### config.mk
export PLATFORM = sky130hd
export DESIGN_NAME = move_repeat_flat
export DESIGN_NICKNAME = d
export VERILOG_FILES = /design/src/rtl/move_repeat_if.sv /design/src/rtl/move_repeat.sv /design/src/flat_wrapper.sv
export SDC_FILE = /design/constraint.sdc
export NUM_CORES = 1
export LEC_CHECK = 0
export CAP_MARGIN = 20
export CORE_ASPECT_RATIO = 1.4
export CORE_MARGIN = 5
export CORE_UTILIZATION = 35
export DETAILED_ROUTE_END_ITERATION = 12
export REMOVE_ABC_BUFFERS = 1
export SKIP_LAST_GASP = 1
export SLEW_MARGIN = 40
export SYNTH_ARGS = -nofsm -noshare
export SYNTH_HDL_FRONTEND = slang
export SYNTH_SLANG_ARGS = --single-unit
### constraint.sdc
create_clock -name clk -period 3.7 [get_ports clk]
set_input_delay 1.11 -clock clk [delete_from_list [all_inputs] [get_ports clk]]
set_output_delay 1.11 -clock clk [all_outputs]
set_load 0.02 [all_outputs]
### src/rtl/move_repeat_if.sv
// Direction-command bus between the input front-end/bench (master) and the
// move_repeat generator (slave).
interface move_repeat_if;
   logic [3:0] btn_n;
   logic [3:0] kbd;
   logic       ready;
   logic [3:0] move;
   logic [3:0] held_dir;

   modport master (
      output btn_n, kbd, ready,
      input  move, held_dir
   );

   modport slave (
      input  btn_n, kbd, ready,
      output move, held_dir
   );
endinterface

### src/rtl/move_repeat.sv
// Merges buttons and PS/2 arrow levels into prioritized one-hot move pulses,
// with hold-delay auto-repeat and a one-deep coalescing pending slot.
module move_repeat #(
   parameter int HOLD_DELAY    = 24,
   parameter int REPEAT_PERIOD = 12
) (
   input logic          clk,
   input logic          rst,
   move_repeat_if.slave bus
);
   localparam int CNT_MAX = (HOLD_DELAY > REPEAT_PERIOD) ? HOLD_DELAY : REPEAT_PERIOD;
   localparam int CNT_W   = (CNT_MAX > 1) ? $clog2(CNT_MAX) : 1;
   localparam logic [CNT_W-1:0] HOLD_LAST = CNT_W'(HOLD_DELAY - 1);
   localparam logic [CNT_W-1:0] REP_LAST  = CNT_W'(REPEAT_PERIOD - 1);

   typedef enum logic [1:0] {IDLE, DELAY, REPEAT} state_t;

   state_t           state;
   logic [CNT_W-1:0] cnt;
   logic [3:0]       press_p0;
   logic [3:0]       held_p1;
   logic [3:0]       slot_p1;
   logic [3:0]       move_p2;
   logic [3:0]       sel;
   logic [3:0]       ev_dir;

   // Fixed priority right > up > down > left.
   function automatic logic [3:0] pick_dir(input logic [3:0] p);
      if (p[3]) return 4'b1000;
      if (p[2]) return 4'b0100;
      if (p[1]) return 4'b0010;
      if (p[0]) return 4'b0001;
      return 4'b0000;
   endfunction

   // Stage p1: selection and event decision from the registered press levels
   always_comb begin
      sel    = pick_dir(press_p0);
      ev_dir = 4'b0000;
      if (sel != 4'b0000) begin
         if (sel != held_p1) begin
            ev_dir = sel;
         end else if ((state == DELAY  && cnt == HOLD_LAST) ||
                      (state == REPEAT && cnt == REP_LAST)) begin
            ev_dir = held_p1;
         end
      end
   end

   always_ff @(posedge clk) begin
      if (rst) begin
         press_p0 <= 4'b0000;
         held_p1  <= 4'b0000;
         slot_p1  <= 4'b0000;
         move_p2  <= 4'b0000;
         cnt      <= '0;
         state    <= IDLE;
      end else begin
         // Stage p0: merge both sources, active-low buttons inverted
         press_p0 <= bus.kbd | ~bus.btn_n;
         held_p1  <= sel;

         if (sel == 4'b0000) begin
            state <= IDLE;
            cnt   <= '0;
         end else if (sel != held_p1) begin
            state <= DELAY;
            cnt   <= '0;
         end else if (state == DELAY && cnt == HOLD_LAST) begin
            state <= REPEAT;
            cnt   <= '0;
         end else if (state == REPEAT && cnt == REP_LAST) begin
            cnt   <= '0;
         end else begin
            cnt   <= cnt + CNT_W'(1);
         end

         // Stage p2: drain the slot; a same-cycle event refills it (latest wins)
         move_p2 <= (bus.ready && slot_p1 != 4'b0000) ? slot_p1 : 4'b0000;
         if (ev_dir != 4'b0000) begin
            slot_p1 <= ev_dir;
         end else if (bus.ready) begin
            slot_p1 <= 4'b0000;
         end
      end
   end

   assign bus.move     = move_p2;
   assign bus.held_dir = held_p1;
endmodule

### src/flat_wrapper.sv
// flat-port wrapper written by rule: the top's interface ports become plain ports
module move_repeat_flat 
#(
   parameter int HOLD_DELAY    = 24,
   parameter int REPEAT_PERIOD = 12
)
  (clk, rst, bus_btn_n, bus_kbd, bus_ready, bus_move, bus_held_dir);
  move_repeat_if bus_i ();
  input logic clk;
  input logic rst;
  input wire logic [$bits(bus_i.btn_n)-1:0] bus_btn_n;
  input wire logic [$bits(bus_i.kbd)-1:0] bus_kbd;
  input wire logic [$bits(bus_i.ready)-1:0] bus_ready;
  output wire logic [$bits(bus_i.move)-1:0] bus_move;
  output wire logic [$bits(bus_i.held_dir)-1:0] bus_held_dir;
  assign bus_i.btn_n = bus_btn_n;
  assign bus_i.kbd = bus_kbd;
  assign bus_i.ready = bus_ready;
  assign bus_move = bus_i.move;
  assign bus_held_dir = bus_i.held_dir;
  move_repeat #(.HOLD_DELAY(HOLD_DELAY), .REPEAT_PERIOD(REPEAT_PERIOD)) u_core (.clk(clk), .rst(rst), .bus(bus_i));
endmodule
* Yosys cells after proc, flatten, opt, wreduce, memory -nomap -nowiden *
Index checks and enable logic that the tools add are counted.

storage, ports and cells
  register bits after elaboration = 23
  output and inout bits = 8
  logic and storage cells = 55

operators by class
  add/subtract/negate cells = 1
  equal/unequal tests = 5
  mux-type cells = 25
  bitwise gates (word level) = 3
  reductions and logical operators = 14

operators by type and width
  cell                                                             count
  4-bit two-way mux                                                13
  1-bit two-way mux                                                12
  4-bit nonzero test                                               3
  5-bit by 1-bit adder with 5-bit output, second input constant    1
  5-bit by 4-bit == test with 1-bit output, second input constant  1
  5-bit == test, second input constant                             1
  5-bit OR reduction                                               1
  4-bit logical NOT                                                1
  4-bit inequality test                                            1
  4-bit inverter                                                   1
  4-bit bitwise OR                                                 1
  2-bit nonzero test                                               2
  2-bit OR reduction                                               2
  1-bit logical AND                                                3
  3-bit OR reduction                                               1
  2-bit by 1-bit == test with 1-bit output, second input constant  1
  2-bit == test, second input constant                             1
  1-bit logical OR                                                 1
  1-bit inverter                                                   1

* Longest topological paths before layout *
Gate-level depths: netlist of run 1.

  depth after elaboration = 16
  gate-level depth with buffers = 7
  gate-level depth less buffers = 7

* Worst setup path before layout of run 1 *
OpenSTA, ideal clock, no wires.

  kind = input to register
  start point = in rst
  end point = reg u_core.slot_p1[3]
  arrival time = 1757 ps
  slack = 1812 ps
  cell stages on the path = 3
  path buffers = 2
  cells stage by stage = clkbuf_1 > clkbuf_1 > o22ai_1

RTL lines
  what                  RTL line            RTL
  start, declared       flat_wrapper.sv:10  input logic rst;
  end signal, assigned  move_repeat.sv:81   slot_p1 <= ev_dir;
  end, declared         move_repeat.sv:22   logic [3:0] slot_p1;

No word-level cell between the ends.

* Worst setup path in the final report of run 1 *
  start point = reg u_core.held_p1[0], in the netlist u_core.bus.held_dir[0]
  end point = out bus_held_dir[0]

RTL lines
  what                    RTL line            RTL
  start, declared         move_repeat.sv:21   logic [3:0] held_p1;
  start signal, assigned  move_repeat.sv:61   held_p1 <= sel;
  end, declared           flat_wrapper.sv:15  output wire logic [$bits(bus_i.held_dir)-1:0] bus_held_dir;

No word-level cell between the ends.

==> results of run 1 <==
## final timing paths
kind,startpoint,cells past startpoint,to,slack [ns]
setup reg to reg,u_core.cnt[0]$_SDFF_PP0_,7,u_core.slot_p1[2]$_SDFFE_PP0P_,1.72
setup / recovery,u_core.bus.held_dir[0]$_SDFF_PP0_,1,bus_held_dir[0],1.24
hold / removal,u_core.cnt[0]$_SDFF_PP0_,1,u_core.cnt[0]$_SDFF_PP0_,0.46
hold reg to reg,u_core.cnt[0]$_SDFF_PP0_,1,u_core.cnt[0]$_SDFF_PP0_,0.46
## logic make-up (layout without fill, tap and decap cells)
family / count (synthesis) / count (layout) / synth area share, %
xor gates and xnor gates: 6 / 6 / 7.06
and+or+nand+nor: 47 / 47 / 28.6
adders and majority gates: 1 / 1 / 1.24
AOI/OAI and AO/OA: 19 / 19 / 14.1
buffers and inverters: 9 / 29 / 3.35
DFF: 23 / 23 / 45.6
## power breakdown
| part | internal, mW | leakage [nW] | switching [mW] | total [mW] |
|---|---|---|---|---|
| clock network | 0.0765 | 0.0228 | 0.0723 | 0.149 |
| registers | 0.257 | 0.188 | 0.00949 | 0.267 |
| logic | 0.0313 | 0.267 | 0.0271 | 0.0584 |
## final cells by class
cell class	count	area, µm²
Timing Repair Buffer	18	180
Multi-Input combinational cell	73	515
Clock buffer	4	45.0
Sequential cell	23	460
Inverter	7	26.3
Fill cell	305	1550
Tap cell	37	46.3
## placed cells by master, fill, tap and decap left out, drive strengths merged, types with 3 or more instances in the layout
cell / instances
dfxtp: 23
clkdlybuf4s50: 18
nor2: 12
inv: 7
a21oi: 6
nor3b: 6
nand3: 4
nor2b: 4
nand2: 4
xnor2: 4
clkbuf: 4
and2: 3
nand3b: 3
## sequential cells by signal, indices dropped and copies added (netlist names)
name                 flops
u_core.press_p0          4
u_core.state             2
u_core.bus.held_dir      4
u_core.bus.move          4
u_core.slot_p1           4
u_core.cnt               5
## layer usage
layer / routed length (µm) / track usage (%) / part of all wire (%)
met3: 90 / 2.28 / 4.8
met1: 786 / 10.4 / 42
met5: 0 / 0 / 0
met2: 978 / 19.6 / 52
met4: 31 / 4.05 / 1.6
==> metrics.yaml, run 1 <==
yosys:
  yosys_register_bits: 23
  async_flop_share_pct: 0
  synth_seq_area_share_pct: 45.6
  synthFlopType: "dfxtp_1"
  syn_area_um2: 1010
  synthesis.yosys.warnings: 0
  postSynthAreaPerCell_um2: 9.62
  yosys.cell_count.top_type: "dfxtp_1"
  ys_types: 34
  synth.cells.most_frequent: "dfxtp_1, nor2_1, inv_1"
  post-synth-top-area-cell: "dfxtp_1"
  synth_edf_count: 0
  synthTopCellsByArea: "dfxtp_1, nor2_1, nor3b_1"
  synthCells: 105
  synthDominantCellAreaShare_pct: 45.6
place:
  setup_slack_placement_ns: 1.21
  hpwl_um: 1480
  post-place-cells: 158
  routabilityCongestion: 0.833
  io_buffers: 18
  detailed_place.area_um2: 1230
power_and_ir_drop:
  power.density_cell_area_nw_per_um2: 372
  totalPowerFinal_mw: 0.474
  max-vdd-ir-drop_mv: 0.283
  p_leak_nw: 0.478
timing:
  rsz0062_at_grt: "false"
  fmax_ghz: 0.407
  finalCriticalPeriod_ns: 2.46
  worst_pin_slew_ns: 0.697
  fin_tns_setup_ns: 0
  layout_setup_ws_ns: 1.24
  slew-limit-headroom_pct: 53.1
  report.final.slew_viol_count: 0
  setup_viol: 0
  worst_hold_slack_ns: 0.459
  finalCritPeriodShare_pct: 66.5
  finalClockSkew_ns: 0.00499
  timing_hold_violations_final: 0
drt:
  firstDrtPassIters: 4
  ant_nets: 0
  vias_after_detailed_routing: 808
  post-route-drc-count: 0
  dr.first_iter.drc_count: 12
  finalWirelength_um: 1890
  detail_route.wl_per_cell_um: 11.7
  avgViaCountPerCell: 4.99
clock_network:
  ctsRootBufferMaster: "clkbuf_8"
  tritoncts_num_sinks: 23
  cts.repair_timing.setup_buffer_count: 0
  post_cts_hold_buffer_count: 0
  max-clock-path-buffers: 2
  cts-buffers-inserted: 3
  postcts_resize_cnt: 0
  clk-insertion-delay-late_ns: 0.25
  cts_tree: "yes"
  cts.reportedPaths.clkPinSlew_ns: 0.07
  htree_num_levels: 1
worst_setup_path:
  critPathArrivalTime_ns: 1.35
  series_of_cell_instances_along_the_critical_path: "clkdlybuf4s50_1"
  cp_top_family: "buffers and inverters"
  worst_path_largest_cell_delay_ns: 0.65
  end_kind: "output port"
  worstPathRequired_ns: 2.59
  worst_setup_path_start_kind: "register"
  worstSetupPathType: "reg2out"
  timing.critical_path.buf_inv: 1
  crit_slowest_cell: "clkdlybuf4s50_1"
  worstPathMaxFanout: 6
run_status:
  result_of_the_run: "finished clean"
grt:
  grtUsageTotal_pct: 10.1
  first_global_vias: 831
  initial_antenna_violation_count: 0
  grt-ovfl-total: 0
  wire_length_of_the_first_global_routing_pass_um: 3390
  grt_max_degree: 20
floorplan:
  die_width_um: 55.4
  floorplan.die_area_um2: 4070
  placement_rows: 23
  floorplan.core_area_um2: 2820
  fp.dieH_um: 73.6
  start_util_pct: 35.8
  io_pins: 19
finish:
  num_antenna_cells: 0
  instances_no_fill: 162
  final_cell_area_um2: 1270
  finish.net_count: 138
  fin_util_pct: 45.2
  post_route_cells_drive_above_1_share_pct: 8.00
  area.growth.synth_to_final_pct: 26.1
min_path:
  hp_class: "reg2reg"
job:
  drv_cap: 0
No activity file was read; power rests on OpenSTA's default activity.
==> run 2: changes to the inputs <==
clock period = 2.2 ns   (was 3.7 ns; I/O delays follow)
==> run 2 against run 1 <==
Cell count up 1.9%. Highest routed layer unchanged. Final area up 1.8%. Largest power group unchanged. Core utilization up 0.80 points. Sequential share of layout area down 0.63 points. Clock skew down 0.0034 ns. Largest cell class unchanged. Non-clock buffer count up 3. Wire length up 7.6%. Die area unchanged. Clock power up 70%. Sequential power up 68%.
==> metrics.yaml, run 2 (same netlist as run 1, synthesis figures left out) <==
run_status:
  result_of_the_run: "finished clean"  # unchanged
clock_network:
  postcts_resize_cnt: 0  # unchanged
  tritoncts_num_sinks: 23  # unchanged
  cts_tree: "yes"  # unchanged
  htree_num_levels: 1  # unchanged
  post_cts_hold_buffer_count: 0  # unchanged
  cts.reportedPaths.clkPinSlew_ns: 0.08  # was 0.07 ns
  ctsRootBufferMaster: "clkbuf_8"  # unchanged
  cts-buffers-inserted: 3  # unchanged
  max-clock-path-buffers: 2  # unchanged
  clk-insertion-delay-late_ns: 0.26  # was 0.25 ns
  cts.repair_timing.setup_buffer_count: 0  # unchanged
finish:
  final_cell_mix: "dfxtp_1, clkdlybuf4s50_1, nor2_1"  # unchanged
  area.growth.synth_to_final_pct: 28.4  # was 26.1%
  final_cell_area_um2: 1300  # was 1270 µm²
  register_bank_with_the_most_flops: "u_core.cnt"  # unchanged
  layout.cells.most_common: "dfxtp_1"  # unchanged
  largest_register_ff_count: 5  # unchanged
  num_antenna_cells: 0  # unchanged
  finish.net_count: 141  # was 138
  post_route_cells_drive_above_1_share_pct: 10.2  # was 8.00%
  layout.filler_cells: 304  # was 305
  fin_util_pct: 46.0  # was 45.2%
worst_setup_path:
  critPathArrivalTime_ns: 1.36  # was 1.35 ns
  cp_top_family: "buffers and inverters"  # unchanged
  series_of_cell_instances_along_the_critical_path: "clkdlybuf4s50_1"  # unchanged
  crit_slowest_cell: "clkdlybuf4s50_1"  # unchanged
  worstPathRequired_ns: 1.54  # was 2.59 ns
  worst_setup_path_start_kind: "register"  # unchanged
  end_kind: "output port"  # unchanged
  worst_path_largest_cell_delay_ns: 0.65  # about the same
  worstSetupPathType: "reg2out"  # unchanged
  timing.critical_path.buf_inv: 1  # unchanged
  worstPathMaxFanout: 6  # unchanged
  ff2ff_setup_slack_ns: 0.27  # was 1.72 ns
drt:
  post-route-drc-count: 0  # unchanged
  dr.first_iter.drc_count: 19  # was 12
  finalWirelength_um: 2030  # was 1890 µm
  firstDrtPassIters: 4  # unchanged
  detail_route.wl_per_cell_um: 12.3  # was 11.7 µm
  vias_after_detailed_routing: 812  # was 808
  ant_nets: 0  # unchanged
  avgViaCountPerCell: 4.92  # was 4.99
floorplan:
  io_pins: 19  # unchanged
  floorplan.core_area_um2: 2820  # unchanged
  placement_rows: 23  # unchanged
  die_width_um: 55.4  # unchanged
  start_util_pct: 35.8  # unchanged
  floorplan.die_area_um2: 4070  # unchanged
  fp.dieH_um: 73.6  # unchanged
timing:
  setup_viol: 0  # unchanged
  fin_tns_setup_ns: 0  # unchanged
  timing_hold_violations_final: 0  # unchanged
  finalCritPeriodShare_pct: 92.0
  fmax_ghz: 0.494
  worst_hold_slack_ns: 0.452  # was 0.459 ns
  slew-limit-headroom_pct: 72.6  # was 53.1%
  rsz0062_at_grt: "false"  # unchanged
  finalClockSkew_ns: 0.00157  # was 0.00499 ns
  report.final.slew_viol_count: 0  # unchanged
  finalCriticalPeriod_ns: 2.02
  worst_pin_slew_ns: 0.410  # was 0.697 ns
place:
  routabilityCongestion: 0.827  # was 0.833
  detailed_place.area_um2: 1250  # was 1230 µm²
  io_buffers: 18  # unchanged
  hpwl_um: 1580  # was 1480 µm
min_path:
  hp_class: "reg2reg"  # unchanged
power_and_ir_drop:
  power.net_switching_mw: 0.189  # was 0.109 mW
  max-vdd-ir-drop_mv: 0.336  # was 0.283 mV
  internal-power_mw: 0.617  # was 0.365 mW
  p_leak_nw: 0.492  # was 0.478 nW
  share_clk_of_total_power_pct: 31.5  # was 31.4%
  totalPowerFinal_mw: 0.806  # was 0.474 mW
  share_comb_of_total_power_pct: 12.7  # was 12.3%
  power.density_cell_area_nw_per_um2: 622  # was 372 nW/µm²
  share_seq_of_total_power_pct: 55.8  # was 56.3%
  power_switching_share_pct: 23.4  # was 23.0%
grt:
  grt-ovfl-total: 0  # unchanged
  grtUsageTotal_pct: 11.1  # was 10.1%
  grt_max_degree: 13  # was 20
  first_global_vias: 842  # was 831
  wire_length_of_the_first_global_routing_pass_um: 3610  # was 3390 µm
  initial_antenna_violation_count: 0  # unchanged
job:
  drv_cap: 0  # unchanged
==> run 2: cell types whose count changed in the layout (fill, tap and decap cells not counted), sizes merged <==
cell,delta
buf,+3
==> run 2: per-layer routing <==
metal / up-vias / track usage (%) / wire [µm]
li1: 415 / - / -
met1: 377 / 12.0 / 888
met2: 18 / 20.3 / 1050
met3: 2 / 2.28 / 69
met4: 0 / 5.68 / 20
met5: - / 0 / 0
==> run 2: through the flow <==
| step | std cells | setup WS, ns |
|---|---|---|
| floorplan | 103 | 0.423 |
| finish | 165 | 0.176 |
| global placement | 161 | 0.297 |
| CTS | 165 | 0.167 |
| detailed placement | 161 | 0.294 |
| global route | 165 | 0.118 |
==> run 2: area by class of cell <==
cell class / count / area [µm²] / share of cell area, %
flip-flops and latches: 23 / 460 / 35.5
repair buffers: 21 / 203 / 15.6
multi-input cells: 73 / 515 / 39.8
clock buffers: 4 / 45.0 / 3.47
well taps: 37 / 46.3 / 3.57
inverters: 7 / 26.3 / 2.03
==> run 2: power groups by stage <==
| stage | Sequential, mW | Combinational, mW | Clock (mW) |
|---|---|---|---|
| after floorplan | 0.460 | 0.0532 | 0 |
| after global placement | 0.458 | 0.101 | 0 |
| after detailed placement | 0.459 | 0.103 | 0 |
| after CTS | 0.449 | 0.103 | 0.265 |
| after global routing | 0.452 | 0.113 | 0.283 |
| final | 0.449 | 0.102 | 0.254 |
==> run 2: path summary, 6_finish.rpt <==
kind,from,to,cells after the start
max,u_core.bus.held_dir[0]$_SDFF_PP0_,bus_held_dir[0],1
min,u_core.cnt[0]$_SDFF_PP0_,u_core.cnt[0]$_SDFF_PP0_,1
max reg2reg,u_core.press_p0[3]$_SDFF_PP0_,u_core.slot_p1[2]$_SDFFE_PP0P_,5
min reg2reg,u_core.cnt[0]$_SDFF_PP0_,u_core.cnt[0]$_SDFF_PP0_,1
==> run 3: changes to the inputs <==
TNS_END_PERCENT = 1   (was not set)
clock period = 1.67 ns   (was 2.2 ns; I/O delays follow)
==> run 3 against run 2 <==
Power increased by 36%. The run now ends with negative setup slack left. Flip-flop and latch count unchanged. Critical path depth unchanged. Core utilization increased by 4.8 points. Largest power group unchanged. Sequential power increased by 30%. Die area unchanged. Final area increased by 10%. Cell count increased by 9.7%.
==> metrics.yaml, run 3 (same netlist as run 1, synthesis figures left out) <==
clock_network:
  htree_num_levels: 1  # unchanged
  cts-buffers-inserted: 3  # unchanged
  clk-insertion-delay-late_ns: 0.26  # about the same
  tritoncts_num_sinks: 23  # unchanged
  ctsRootBufferMaster: "clkbuf_8"  # unchanged
  cts_tree: "yes"  # unchanged
  cts.reportedPaths.clkPinSlew_ns: 0.08  # about the same
  max-clock-path-buffers: 2  # unchanged
  post_cts_hold_buffer_count: 0  # unchanged
drt:
  avgViaCountPerCell: 4.81  # was 4.92
  dr.first_iter.drc_count: 15  # was 19
  finalWirelength_um: 2030  # about the same
  detail_route.wl_per_cell_um: 11.2  # was 12.3 µm
  firstDrtPassIters: 4  # unchanged
  post-route-drc-count: 0  # unchanged
  ant_nets: 0  # unchanged
  vias_after_detailed_routing: 871  # was 812
min_path:
  hp_class: "reg2reg"  # unchanged
  hold_ep: "u_core.bus.move[1]$_SDFF_PP0_"  # was u_core.cnt[0]$_SDFF_PP0_
  hold_depth: 1  # unchanged
  min-delay-start: "u_core.slot_p1[1]$_SDFFE_PP0P_"  # was u_core.cnt[0]$_SDFF_PP0_
worst_setup_path:
  worstPathMaxFanout: 3  # was 6
  worstSetupPathType: "reg2out"  # unchanged
  end_kind: "output port"  # unchanged
  worst_setup_path_start_kind: "register"  # unchanged
  timing.reg2reg.worst_path_depth: 6  # was 5
  series_of_cell_instances_along_the_critical_path: "clkdlybuf4s50_1"  # unchanged
  crit_reg_reg_startpoint: "u_core.press_p0[3]$_SDFF_PP0_"  # unchanged
  critPathArrivalTime_ns: 1.25  # was 1.36 ns
  timing.critical_path.buf_inv: 1  # unchanged
  worst_path_largest_cell_delay_ns: 0.62  # was 0.65 ns
  worst_reg2reg_endpoint: "u_core.slot_p1[3]$_SDFFE_PP0P_"  # was u_core.slot_p1[2]$_SDFFE_PP0P_
  ff2ff_setup_slack_ns: -0.07  # was 0.27 ns
  cp_top_family: "buffers and inverters"  # unchanged
  crit_slowest_cell: "clkdlybuf4s50_1"  # unchanged
  worstPathRequired_ns: 1.17  # was 1.54 ns
floorplan:
  fp.dieH_um: 73.6  # unchanged
  floorplan.core_area_um2: 2820  # unchanged
  io_pins: 19  # unchanged
  start_util_pct: 35.8  # unchanged
  die_width_um: 55.4  # unchanged
  floorplan.die_area_um2: 4070  # unchanged
  placement_rows: 23  # unchanged
grt:
  grtUsageMet3_pct: 2.11  # was 2.28%
  grt_max_degree: 13  # unchanged
  use_met2_pct: 19.7  # was 20.3%
  wire_length_of_the_first_global_routing_pass_um: 3610  # unchanged
  first_global_vias: 896  # was 842
  global_route.peak_usage_layer: "met2"  # unchanged
  grt-ovfl-total: 0  # unchanged
  gr-usage-met1_pct: 11.8  # was 12.0%
  grtUsageTotal_pct: 11.1  # about the same
  initial_antenna_violation_count: 0  # unchanged
timing:
  report.final.slew_viol_count: 0  # unchanged
  worst_pin_slew_ns: 0.365  # was 0.410 ns
  setup_viol: 8  # was 0
  fmax_ghz: 0.572
  slew-limit-headroom_pct: 75.4  # was 72.6%
  finalClockSkew_ns: 0.00344  # was 0.00157 ns
  finalCriticalPeriod_ns: 1.75
  timing_hold_violations_final: 0  # unchanged
  finalCritPeriodShare_pct: 105
  layout_setup_ws_ns: -0.0780  # was 0.176 ns
  rsz0062_at_grt: "true"  # was false
finish:
  layout.cells.most_common: "dfxtp_1"  # unchanged
  final_cell_mix: "dfxtp_1, buf_4, clkdlybuf4s50_1"  # was dfxtp_1, clkdlybuf4s50_1, nor2_1
  largest_register_ff_count: 5  # unchanged
  final_cell_area_um2: 1430  # was 1300 µm²
  fin_util_pct: 50.8  # was 46.0%
  num_antenna_cells: 0  # unchanged
  post_route_cells_drive_above_1_share_pct: 21.5  # was 10.2%
  register_bank_with_the_most_flops: "u_core.cnt"  # unchanged
  area.growth.synth_to_final_pct: 41.8  # was 28.4%
  finish.net_count: 157  # was 141
run_status:
  result_of_the_run: "finished, violations left"  # was finished clean
  failed_checks: "negative setup slack"
place:
  detailed_place.area_um2: 1370  # was 1250 µm²
  hpwl_um: 1620  # was 1580 µm
  routabilityCongestion: 0.826  # was 0.827
  io_buffers: 18  # unchanged
job:
  drv_cap: 0  # unchanged
power_and_ir_drop:
  p_leak_nw: 0.595  # was 0.492 nW
  max-vdd-ir-drop_mv: 0.475  # was 0.336 mV
  power.density_cell_area_nw_per_um2: 763  # was 622 nW/µm²
run 3: what timing repair did:
item	in CTS	in global routing
setup endpoints to repair	11	17
resized for setup	1	4
buffers inserted	0	0
hold endpoints to repair	0	0
run 3: through the flow:
stage               setup slack, ns  hold WS (ns)  power [mW]  cells  TNS, ns
floorplan                    -0.107         0.418       0.676    103   -0.343
global placement            -0.0446         0.440       0.762    177   -0.191
detailed placement           -0.114         0.439       0.766    177   -0.525
CTS                          -0.132         0.461        1.10    181   -0.771
global route                 -0.161         0.477        1.14    181    -1.30
finish                      -0.0780         0.459        1.09    181   -0.316
run 3: how the worst max path moves through the flow:
stage                                      start                        endpoint  cells past startpoint
2_1_floorplan  u_core.bus.held_dir[1]$_SDFF_PP0_  u_core.slot_p1[2]$_SDFFE_PP0P_                      6
3_3_place_gp       u_core.press_p0[3]$_SDFF_PP0_  u_core.slot_p1[0]$_SDFFE_PP0P_                      6
3_5_place_dp       u_core.press_p0[3]$_SDFF_PP0_  u_core.slot_p1[0]$_SDFFE_PP0P_                      6
4_1_cts        u_core.bus.held_dir[2]$_SDFF_PP0_                 bus_held_dir[2]                      1
5_1_grt            u_core.press_p0[3]$_SDFF_PP0_  u_core.slot_p1[3]$_SDFFE_PP0P_                      6
6_report       u_core.bus.held_dir[0]$_SDFF_PP0_                 bus_held_dir[0]                      1
run 3: power by group:
part | leakage (nW) | switching, mW | total [mW] | internal, mW
logic | 0.384 | 0.0766 | 0.173 | 0.0960
registers | 0.188 | 0.0117 | 0.582 | 0.570
clock network | 0.0228 | 0.168 | 0.338 | 0.170
run 3: layout make-up:
class	count	area, µm²
Clock buffer	4	45.0
Fill cell	291	1390
Inverter	7	26.3
Multi-Input combinational cell	73	529
Sequential cell	23	460
Tap cell	37	46.3
Timing Repair Buffer	37	324
run 3: layer usage:
metal	share of wire, %	vias to the layer above
met5	0	-
met4	2.6	0
met3	4.8	4
met2	51	20
met1	42	399
li1	-	448
